$ cat src/rtl/ifq_pkg.sv
// Shared types and constants for the instruction fetch queue.
package ifq_pkg;

  typedef enum logic [0:0] {
    RUN   = 1'b0,
    DRAIN = 1'b1
  } ifq_state_e;

  localparam logic [31:0] NOP = 32'h0000_0013;

  // One buffered instruction: the fetch address it came from plus the fetched word.
  typedef struct packed {
    logic [31:0] pc;
    logic [31:0] data;
  } ifq_entry_t;

  localparam int ENTRY_W = $bits(ifq_entry_t);

endpackage

$ cat src/rtl/ifq_if.sv
// Bundle of the pc, imem and decode-side signals around the fetch queue.
interface ifq_if;
  // imem: transfer when imem_req && imem_gnt; req/addr hold until granted.
  // Responses come back in order on imem_rvalid with no backpressure.
  // Decode: transfer when inst_valid && inst_ready.
  logic [31:0] pc_addr;
  logic        pc_en;
  logic        flush;
  logic        imem_req;
  logic [31:0] imem_addr;
  logic        imem_gnt;
  logic        imem_rvalid;
  logic [31:0] imem_rdata;
  logic        inst_valid;
  logic [31:0] inst_data;
  logic [31:0] inst_pc;
  logic        inst_ready;

  modport slave (
    input  pc_addr, flush, imem_gnt, imem_rvalid, imem_rdata, inst_ready,
    output pc_en, imem_req, imem_addr, inst_valid, inst_data, inst_pc
  );

  modport master (
    output pc_addr, flush, imem_gnt, imem_rvalid, imem_rdata, inst_ready,
    input  pc_en, imem_req, imem_addr, inst_valid, inst_data, inst_pc
  );
endinterface

$ cat src/rtl/ifq_fifo.sv
// Synchronous FIFO with clear; any depth >= 1 (pointers wrap explicitly).
module ifq_fifo #(
  parameter int WIDTH = 32,
  parameter int DEPTH = 4
) (
  input  logic                       clk,
  input  logic                       clr,
  input  logic                       push,
  input  logic                       pop,
  input  logic [WIDTH-1:0]           wdata,
  output logic [WIDTH-1:0]           rdata,
  output logic                       full,
  output logic                       empty,
  output logic [$clog2(DEPTH+1)-1:0] count
);
  localparam int AW = (DEPTH > 1) ? $clog2(DEPTH) : 1;
  localparam int CW = $clog2(DEPTH + 1);

  logic [WIDTH-1:0] mem_q [DEPTH];
  logic [AW-1:0]    rd_q, rd_d, wr_q, wr_d;
  logic [CW-1:0]    cnt_q, cnt_d;
  logic             do_push, do_pop;

  function automatic logic [AW-1:0] nxt(input logic [AW-1:0] p);
    return (p == AW'(DEPTH - 1)) ? '0 : p + AW'(1);
  endfunction

  always_comb begin
    full    = (cnt_q == CW'(DEPTH));
    empty   = (cnt_q == '0);
    do_pop  = pop && !empty;
    // A push into a full FIFO is accepted when the head leaves in the same cycle.
    do_push = push && (!full || do_pop);
    rd_d    = rd_q;
    wr_d    = wr_q;
    cnt_d   = cnt_q;
    if (clr) begin
      rd_d  = '0;
      wr_d  = '0;
      cnt_d = '0;
    end else begin
      if (do_push) wr_d = nxt(wr_q);
      if (do_pop)  rd_d = nxt(rd_q);
      cnt_d = cnt_q + CW'(do_push) - CW'(do_pop);
    end
  end

  always_ff @(posedge clk) begin
    rd_q  <= rd_d;
    wr_q  <= wr_d;
    cnt_q <= cnt_d;
    if (do_push && !clr) mem_q[wr_q] <= wdata;
  end

  assign rdata = mem_q[rd_q];
  assign count = cnt_q;

endmodule

$ cat src/rtl/ifetch_queue.sv
// Instruction fetch queue: issues imem requests, buffers responses, drops stale ones after flush.
// Optional IFQ_BYPASS_EN presents a response on inst_* in its rvalid cycle when the buffer is empty.
module ifetch_queue
  import ifq_pkg::*;
#(
  parameter int DEPTH     = 4,
  parameter int MAX_OUTST = 2
) (
  input  logic        clk,
  input  logic        rst,
  ifq_if.slave        bus,
  output ifq_state_e  dbg_state
);
  localparam int OCW = $clog2(DEPTH + 1);
  localparam int TCW = $clog2(MAX_OUTST + 1);
  localparam int SW  = OCW + 1;

  ifq_state_e     state_q, state_d;
  logic [TCW-1:0] discard_q, discard_d;

  logic           tag_push, tag_pop, tag_full, tag_empty;
  logic [31:0]    tag_pc;
  logic [TCW-1:0] tag_count;

  logic           inst_push, inst_pop, inst_full, inst_empty, inst_clr;
  logic [OCW-1:0] inst_count;
  ifq_entry_t     inst_wdata, inst_head;

  logic [SW-1:0]  in_use;
  logic           run_live, issue, grant, resp_ok, bypass;
  logic [TCW-1:0] out_after;

  // The tag FIFO occupancy is the outstanding-request count.
  ifq_fifo #(.WIDTH(32), .DEPTH(MAX_OUTST)) u_tag_fifo (
    .clk   (clk),
    .clr   (!rst),
    .push  (tag_push),
    .pop   (tag_pop),
    .wdata (bus.pc_addr),
    .rdata (tag_pc),
    .full  (tag_full),
    .empty (tag_empty),
    .count (tag_count)
  );

  ifq_fifo #(.WIDTH(ENTRY_W), .DEPTH(DEPTH)) u_inst_fifo (
    .clk   (clk),
    .clr   (inst_clr),
    .push  (inst_push),
    .pop   (inst_pop),
    .wdata (inst_wdata),
    .rdata (inst_head),
    .full  (inst_full),
    .empty (inst_empty),
    .count (inst_count)
  );

  always_comb begin
    run_live  = rst && (state_q == RUN) && !bus.flush;
    in_use    = SW'(inst_count) + SW'(tag_count);
    // Every in-flight request has a reserved buffer slot, so a response never finds it full.
    issue     = run_live && (in_use < SW'(DEPTH)) && !tag_full && !inst_full;
    grant     = issue && bus.imem_gnt;
    resp_ok   = rst && bus.imem_rvalid && !tag_empty;
    out_after = tag_count + TCW'(grant) - TCW'(resp_ok);
`ifdef IFQ_BYPASS_EN
    bypass    = run_live && resp_ok && inst_empty;
`else
    bypass    = 1'b0;
`endif
    tag_push  = grant;
    tag_pop   = resp_ok;

    inst_clr        = !rst || bus.flush;
    inst_wdata.pc   = tag_pc;
    inst_wdata.data = bus.imem_rdata;
    inst_push       = run_live && resp_ok && !(bypass && bus.inst_ready);

    bus.imem_req   = issue;
    bus.imem_addr  = issue ? bus.pc_addr : 32'h0;
    bus.pc_en      = grant;
    bus.inst_valid = rst && !bus.flush && (bypass || !inst_empty);
    inst_pop       = bus.inst_valid && bus.inst_ready && !bypass;
    bus.inst_data  = 32'h0;
    bus.inst_pc    = 32'h0;
    if (bypass) begin
      bus.inst_data = bus.imem_rdata;
      bus.inst_pc   = tag_pc;
    end else if (bus.inst_valid) begin
      bus.inst_data = inst_head.data;
      bus.inst_pc   = inst_head.pc;
    end
  end

  always_comb begin
    state_d   = state_q;
    discard_d = discard_q;
    case (state_q)
      RUN: begin
        if (bus.flush) begin
          discard_d = out_after;
          if (out_after != '0) state_d = DRAIN;
        end
      end
      DRAIN: begin
        // A repeated flush here only re-clears the buffer; stale responses still need dropping.
        if (resp_ok && (discard_q != '0)) discard_d = discard_q - TCW'(1);
        if (discard_d == '0) state_d = RUN;
      end
      default: state_d = RUN;
    endcase
  end

  always_ff @(posedge clk) begin
    if (!rst) begin
      state_q   <= RUN;
      discard_q <= '0;
    end else begin
      state_q   <= state_d;
      discard_q <= discard_d;
    end
  end

  assign dbg_state = state_q;

endmodule

$ cat src/flat_wrapper.sv
// flat-port wrapper written by rule: the top's interface ports become plain ports
module ifetch_queue_flat import ifq_pkg::*;
#(
  parameter int DEPTH     = 4,
  parameter int MAX_OUTST = 2
)
  (clk, rst, dbg_state, bus_pc_addr, bus_flush, bus_imem_gnt, bus_imem_rvalid, bus_imem_rdata, bus_inst_ready, bus_pc_en, bus_imem_req, bus_imem_addr, bus_inst_valid, bus_inst_data, bus_inst_pc);
  ifq_if bus_i ();
  input  logic clk;
  input  logic rst;
  output ifq_state_e dbg_state;
  input wire logic [$bits(bus_i.pc_addr)-1:0] bus_pc_addr;
  input wire logic [$bits(bus_i.flush)-1:0] bus_flush;
  input wire logic [$bits(bus_i.imem_gnt)-1:0] bus_imem_gnt;
  input wire logic [$bits(bus_i.imem_rvalid)-1:0] bus_imem_rvalid;
  input wire logic [$bits(bus_i.imem_rdata)-1:0] bus_imem_rdata;
  input wire logic [$bits(bus_i.inst_ready)-1:0] bus_inst_ready;
  output wire logic [$bits(bus_i.pc_en)-1:0] bus_pc_en;
  output wire logic [$bits(bus_i.imem_req)-1:0] bus_imem_req;
  output wire logic [$bits(bus_i.imem_addr)-1:0] bus_imem_addr;
  output wire logic [$bits(bus_i.inst_valid)-1:0] bus_inst_valid;
  output wire logic [$bits(bus_i.inst_data)-1:0] bus_inst_data;
  output wire logic [$bits(bus_i.inst_pc)-1:0] bus_inst_pc;
  assign bus_i.pc_addr = bus_pc_addr;
  assign bus_i.flush = bus_flush;
  assign bus_i.imem_gnt = bus_imem_gnt;
  assign bus_i.imem_rvalid = bus_imem_rvalid;
  assign bus_i.imem_rdata = bus_imem_rdata;
  assign bus_i.inst_ready = bus_inst_ready;
  assign bus_pc_en = bus_i.pc_en;
  assign bus_imem_req = bus_i.imem_req;
  assign bus_imem_addr = bus_i.imem_addr;
  assign bus_inst_valid = bus_i.inst_valid;
  assign bus_inst_data = bus_i.inst_data;
  assign bus_inst_pc = bus_i.inst_pc;
  ifetch_queue #(.DEPTH(DEPTH), .MAX_OUTST(MAX_OUTST)) u_core (.clk(clk), .rst(rst), .bus(bus_i), .dbg_state(dbg_state));
endmodule
$ cat config.mk
export PLATFORM = sky130hd
export DESIGN_NAME = ifetch_queue_flat
export DESIGN_NICKNAME = d
export VERILOG_FILES = /design/src/rtl/ifq_pkg.sv /design/src/rtl/ifq_if.sv /design/src/rtl/ifq_fifo.sv /design/src/rtl/ifetch_queue.sv /design/src/flat_wrapper.sv
export SDC_FILE = /design/constraint.sdc
export NUM_CORES = 1
export LEC_CHECK = 0
export CAP_MARGIN = 20
export CORE_MARGIN = 1.5
export CORE_UTILIZATION = 30
export CTS_BUF_LIST = sky130_fd_sc_hd__clkbuf_16
export DETAILED_ROUTE_END_ITERATION = 16
export PLACE_DENSITY = 0.58
export SYNTH_ARGS = -nofsm -noshare
export SYNTH_HDL_FRONTEND = slang
export SYNTH_SLANG_ARGS = --single-unit
export TNS_END_PERCENT = 1
$ cat constraint.sdc
create_clock -name clk -period 9.4 [get_ports clk]
set_input_delay 1.88 -clock clk [delete_from_list [all_inputs] [get_ports clk]]
set_output_delay 1.88 -clock clk [all_outputs]
set_load 0.05 [all_outputs]
Word level (Yosys, flattened, before mapping):

Memory sizes are Yosys's and may differ from the RTL's. A register that Yosys moved wholly into a read port is not among the register bits.
Cells that the tools add are included.

* bits of input ports: 70
* RAM bits: 320
* output and inout port bits: 100
* word-level logic and storage cells: 86
* bits in registers: 14
* memories: 2

Memory list
* u_core.u_inst_fifo.mem_q: depth 4, width 64, read ports 1, clocked after Yosys merged registers in 1, wr ports 1, RTL line ifq_fifo.sv:19 `logic [WIDTH-1:0] mem_q [DEPTH];`
* u_core.u_tag_fifo.mem_q: depth 2, width 32, read ports 1, clocked after Yosys merged registers in 1, wr ports 1, RTL line ifq_fifo.sv:19

* mux-type cells: 23
* $lt $le $gt $ge: 1
* bitwise operators: 1
* $add $sub $neg: 12
* reductions and logical operators: 34
* equal/unequal tests: 5

Operator list (number)
* $mux W32: 3
* $logic_and A1 B1 Y1: 19
* $mux W2: 7
* $mux W1: 11
* $logic_not A1 Y1: 7
* $eq A2 B2 Y1 const B: 3
* $add A2 B1 Y2: 2
* $add A2 B1 Y2 const B: 2
* $add A3 B2 Y4: 1
* $logic_not A2 Y1: 2
* $lt A4 B3 Y1 const B: 1
* $pmux W2 S2: 1
* $reduce_bool A2 Y1: 2
* $sub A2 B1 Y2: 2
* $add A3 B1 Y3: 1
* $eq A3 B3 Y1 const B: 1
* $logic_not A3 Y1: 1
* $logic_or A1 B1 Y1: 3
* $sub A3 B1 Y3: 1
* $add A1 B1 Y1 const B: 2
* $ne A2 B2 Y1 const B: 1
* $pmux W1 S2: 1
* $sub A2 B1 Y2 const B: 1
* $not A1 Y1: 1

Logic depth before layout (Yosys ltp):

* depth in word-level cells: 13
* mapped depth: 12

Modules after synthesis:

Synthesis repeated with hierarchy kept, for this count alone.

* cells, all modules: 657
* area total of the unflattened synthesis: 13286.5 um2

By module, submodules not included
* ifq_fifo (u_core.u_inst_fifo): area an instance 9685.5 um2, instances 1, sequential area each 7867.5 um2, cells an instance 381
* ifq_fifo (u_core.u_tag_fifo): area an instance 2580.0 um2, instances 1, sequential area each 2021.9 um2, cells an instance 132
* ifetch_queue: area an instance 1021.0 um2, instances 1, sequential area each 60.1 um2, cells an instance 144

Least setup slack after synthesis:

Ideal clock, no wire load.

* path type: input-to-output
* start: in bus_flush
* end: out bus_imem_addr[23]
* path slack: 3.920 ns
* cell stages on the path: 6
* data arrival time: 3.600 ns
* cell sequence: clkbuf_1 or3b_1 and4b_1 buf_4 buf_2 and2_1

* longest elaborated chain between the ends: 6

Ends and longest elaborated chain
* start, declared: RTL line flat_wrapper.sv:13 `input wire logic [$bits(bus_i.flush)-1:0] bus_flush;`
* $logic_not A1 Y1: RTL line ifetch_queue.sv:59 `run_live = rst && (state_q == RUN) && !bus.flush;`
* $logic_and A1 B1 Y1: RTL line ifetch_queue.sv:59
* $logic_and A1 B1 Y1 (3 in series): RTL line ifetch_queue.sv:62 `issue = run_live && (in_use < SW'(DEPTH)) && !tag_full && !inst_full;`
* net bus_imem_req: RTL line flat_wrapper.sv:19 `output wire logic [$bits(bus_i.imem_req)-1:0] bus_imem_req;`
* $mux W32: RTL line ifetch_queue.sv:80 `bus.imem_addr = issue ? bus.pc_addr : 32'h0;`
* end, declared: RTL line flat_wrapper.sv:20 `output wire logic [$bits(bus_i.imem_addr)-1:0] bus_imem_addr;`

The timed path passes the listed nets, and every way through them passes these cells.

Final worst setup path:

* start: in rst
* end: out bus_inst_pc[12]

* longest elaborated chain between the ends: 3

Ends and longest elaborated chain
* start, declared: RTL line flat_wrapper.sv:10 `input logic rst;`
* $logic_and A1 B1 Y1 (2 in series): RTL line ifetch_queue.sv:82 `bus.inst_valid = rst && !bus.flush && (bypass || !inst_empty);`
* $mux W32: RTL line ifetch_queue.sv:89 `end else if (bus.inst_valid) begin`
* end, declared: RTL line flat_wrapper.sv:23 `output wire logic [$bits(bus_i.inst_pc)-1:0] bus_inst_pc;`

No other way between the ends.

==> load_flow_metrics.sql <==
INSERT INTO impl_metrics (metric_group, metric, value, unit) VALUES
('sta', 'skew', '0.0223', 'ns'),
('clock_network', 'cts.root.buffer_cell', 'sky130_fd_sc_hd__clkbuf_16', ''),
('final_layout', 'drive_above_1_share', '20.7', '%'),
('setup_path', 'setup.worst_path.end_class', 'primary output', ''),
('hold_path', 'worstHoldPathType', 'flip-flop to flip-flop', ''),
('setup_path', 'cp.buffers_inverters', '3', ''),
('floorplan', 'design.core.area', '43200', 'um2'),
('synth', 'ys_top_cells_by_area', 'sky130_fd_sc_hd__edfxtp_1, sky130_fd_sc_hd__mux4_2, sky130_fd_sc_hd__and2_1', ''),
('setup_path', 'worst_path_most_repeated_cell', 'sky130_fd_sc_hd__clkdlybuf4s50_1', ''),
('power', 'vdd.ir_drop.worst', '0.000106', 'V'),
('synth', 'mappedNetlistArea', '13100', 'um2'),
('floorplan', 'dieHeight', '212', 'um'),
('route', 'route.detailed.wl_per_inst', '18.7', 'um'),
('setup_path', 'cp.arrival', '4.97', 'ns'),
('sta', 'timing.final.hold_violations', '0', ''),
('global_route', 'antenna_found_initial', '0', ''),
('synth', 'syn_avg_cell_area', '20.2', 'um2'),
('setup_path', 'worst_setup_path_type', 'primary input to primary output', ''),
('sta', 'timing.final.setup_violations', '0', ''),
('power', 'p_per_area', '202', 'nW/um2'),
('sta', 'worst_slew_margin_rel', '33.0', '%'),
('sta', 'fmaxAchievable', '146', 'MHz'),
('synth', 'synth-edff-count', '320', ''),
('synth', 'synth.lib_cells_used.distinct', '36', ''),
('global_route', 'grt_usage', '12.4', '%'),
('synth', 'synth_warnings', '0', ''),
('setup_path', 'worst_setup_path_start_kind', 'primary input', ''),
('route', 'via_per_inst', '4.45', ''),
('synth', 'synth_largest_type_area_fraction', '73.1', '%'),
('setup_path', 'worstPathCellList', 'clkdlybuf4s50_1, nand2b_1, nor2_4, buf_4, and2_1, clkdlybuf4s50_1', ''),
('final_layout', 'antenna_diode_count', '0', ''),
('global_route', 'grt_max_degree', '51', ''),
('clock_network', 'cts_max_level', '2', ''),
('synth', 'dominantRegCellSynth', 'sky130_fd_sc_hd__edfxtp_1', ''),
('synth', 'async_flop_share', '0', '%'),
('run', 'max-cap-violations', '0', ''),
('sta', 'finalWorstPathRequiredPeriod', '6.85', 'ns'),
('clock_network', 'cts-buffers-inserted', '40', ''),
('place', 'place.detailed.hpwl', '15.6', 'mm'),
('clock_network', 'tritoncts', 'yes', ''),
('synth', 'ys_seq_elements', '337', ''),
('floorplan', 'i_o_pin_count', '170', ''),
('setup_path', 'worst-endpoint-required', '7.52', 'ns'),
('power', 'p_leak', '5.37', 'nW'),
('place', 'place.gp.congestion', '0.684', ''),
('sta', 'rsz0062_at_grt', 'false', ''),
('route', 'route.vias.total', '6477', ''),
('status', 'outcome', 'finished, final reports clean', ''),
('floorplan', 'fp_rows', '76', ''),
('place', 'post_dp_cell_area', '15500', 'um2'),
('clock_network', 'cts.sink_count', '337', ''),
('final_layout', 'postLayoutCellArea', '16900', 'um2'),
('sta', 'worstMarginPinSlew', '1.00', 'ns'),
('final_layout', 'finish.net_count', '925', ''),
('synth', 'synth.largest_area_cell', 'sky130_fd_sc_hd__edfxtp_1', ''),
('final_layout', 'syn_to_final_growth', '28.3', '%'),
('route', 'total_wirelength_of_the_detailed_routed_design', '27.2', 'mm'),
('floorplan', 'fp.dieArea', '45100', 'um2'),
('synth', 'synth_top_cells_by_count', 'sky130_fd_sc_hd__edfxtp_1, sky130_fd_sc_hd__and2_1, sky130_fd_sc_hd__mux4_2, sky130_fd_sc_hd__mux2_2, sky130_fd_sc_hd__dfxtp_1', ''),
('route', 'ant_nets_after_route', '0', ''),
('clock_network', 'cts-root-to-sink-buffers', '3', ''),
('synth', 'most_common_cell_in_the_synthesized_netlist', 'sky130_fd_sc_hd__edfxtp_1', ''),
('clock_network', 'clkLatencyLatePin', '0.55', 'ns'),
('place', 'io_buffers', '169', ''),
('floorplan', 'floorplan.die.width', '212', 'um'),
('clock_network', 'clk_pin_slew', '0.06', 'ns'),
('setup_path', 'cp_max_fo', '40', ''),
('global_route', 'grt_first_pass_wirelength', '41.0', 'mm'),
('clock_network', 'post-cts-setup-buffers', '0', ''),
('setup_path', 'critPathTopFamily', 'buffers and inverters', ''),
('sta', 'setup_tns', '0', 'ns');
metal layers:
metal | share of wire [%] | track usage [%]
met3 | 5.4 | 2.90
met4 | 2.0 | 4.30
met1 | 46 | 16.8
met2 | 47 | 19.5
met5 | 0 | 0
path summary, 6_finish.rpt:
check,start,to,slack (ns),cells after the start
worst max-delay path,rst,bus_inst_pc[12],2.55,6
worst min-delay path,u_core.u_inst_fifo.rd_q[0],flip-flop,0.49,2
worst max register to register,u_core.dbg_state,u_core.u_tag_fifo.mem_q[1][27],6.43,4
worst min register to register,u_core.u_inst_fifo.rd_q[0],flip-flop,0.49,2
cell usage in the layout, fill, tap and decap left out, drive strengths merged, types with 3 or more instances in the layout:
master and instances:
ha 13, and2 104, mux2 33, xnor2 5, edfxtp 320, nor2 15, mux2i 4, and3 3
nor3 3, nand2 5, inv 22, clkbuf 41, dfxtp 17, mux4 64, bufinv 5, clkinv 11
buf 9, clkdlybuf4s50 169, clkinvlp 5
kinds of logic (layout without fill, tap and decap cells):
family	after synthesis	in the layout	synth area share, %
compound gates	11	11	0.752
xor+xnor	7	7	0.467
fa+ha+maj	14	14	1.39
buf+inv	43	262	1.35
flops	337	337	75.7
mux	101	101	14.1
simple gates	138	138	6.20
where the power goes:
part	internal, mW	switching (mW)	total (mW)
logic	0.0798	0.100	0.180
registers	1.67	0.0160	1.69
clock network	0.935	0.605	1.54
sequential cells by signal, summed over array words and instances, names as in the netlist, named ones only:
register and count:
u_core.u_tag_fifo.wr_q 1, u_core.u_tag_fifo.count 2, u_core.dbg_state 1, u_core.u_tag_fifo.mem_q 64, u_core.u_inst_fifo.rd_q 2, u_core.u_inst_fifo.mem_q 256
u_core.u_inst_fifo.count 3, u_core.u_tag_fifo.rd_q 1, u_core.u_inst_fifo.wr_q 2, u_core.discard_q 2
worst reg2reg max path, cell delays in order (launching register included):
cell	delay (ns)
sky130_fd_sc_hd__dfxtp_1	0.37
sky130_fd_sc_hd__or3b_1	0.45
sky130_fd_sc_hd__and4b_1	0.51
sky130_fd_sc_hd__buf_4	0.34
sky130_fd_sc_hd__and3_2	0.88
through the flow:
step / worst slack, ns / util [%] / total power, mW / hold slack [ns] / instances
global route: 2.26 / 39.1 / 3.53 / 0.529 / 1455
global placement: 2.44 / 36.0 / 1.90 / 0.469 / 1384
CTS: 2.42 / 39.1 / 3.47 / 0.501 / 1455
detailed placement: 2.43 / 36.0 / 1.90 / 0.488 / 1384
floorplan: 3.92 / - / 1.82 / 0.446 / 651
finish: 2.55 / 39.1 / 3.41 / 0.492 / 1455
layout make-up:
type | count | share of cell area [%]
Clock buffer | 41 | 6.09
Inverter | 13 | 0.289
Sequential cell | 337 | 59.1
Tap cell | 585 | 4.34
Clock inverter | 30 | 1.77
Timing Repair Buffer | 178 | 10.4
Multi-Input combinational cell | 271 | 18.0
(Power assumes the default switching activity.)
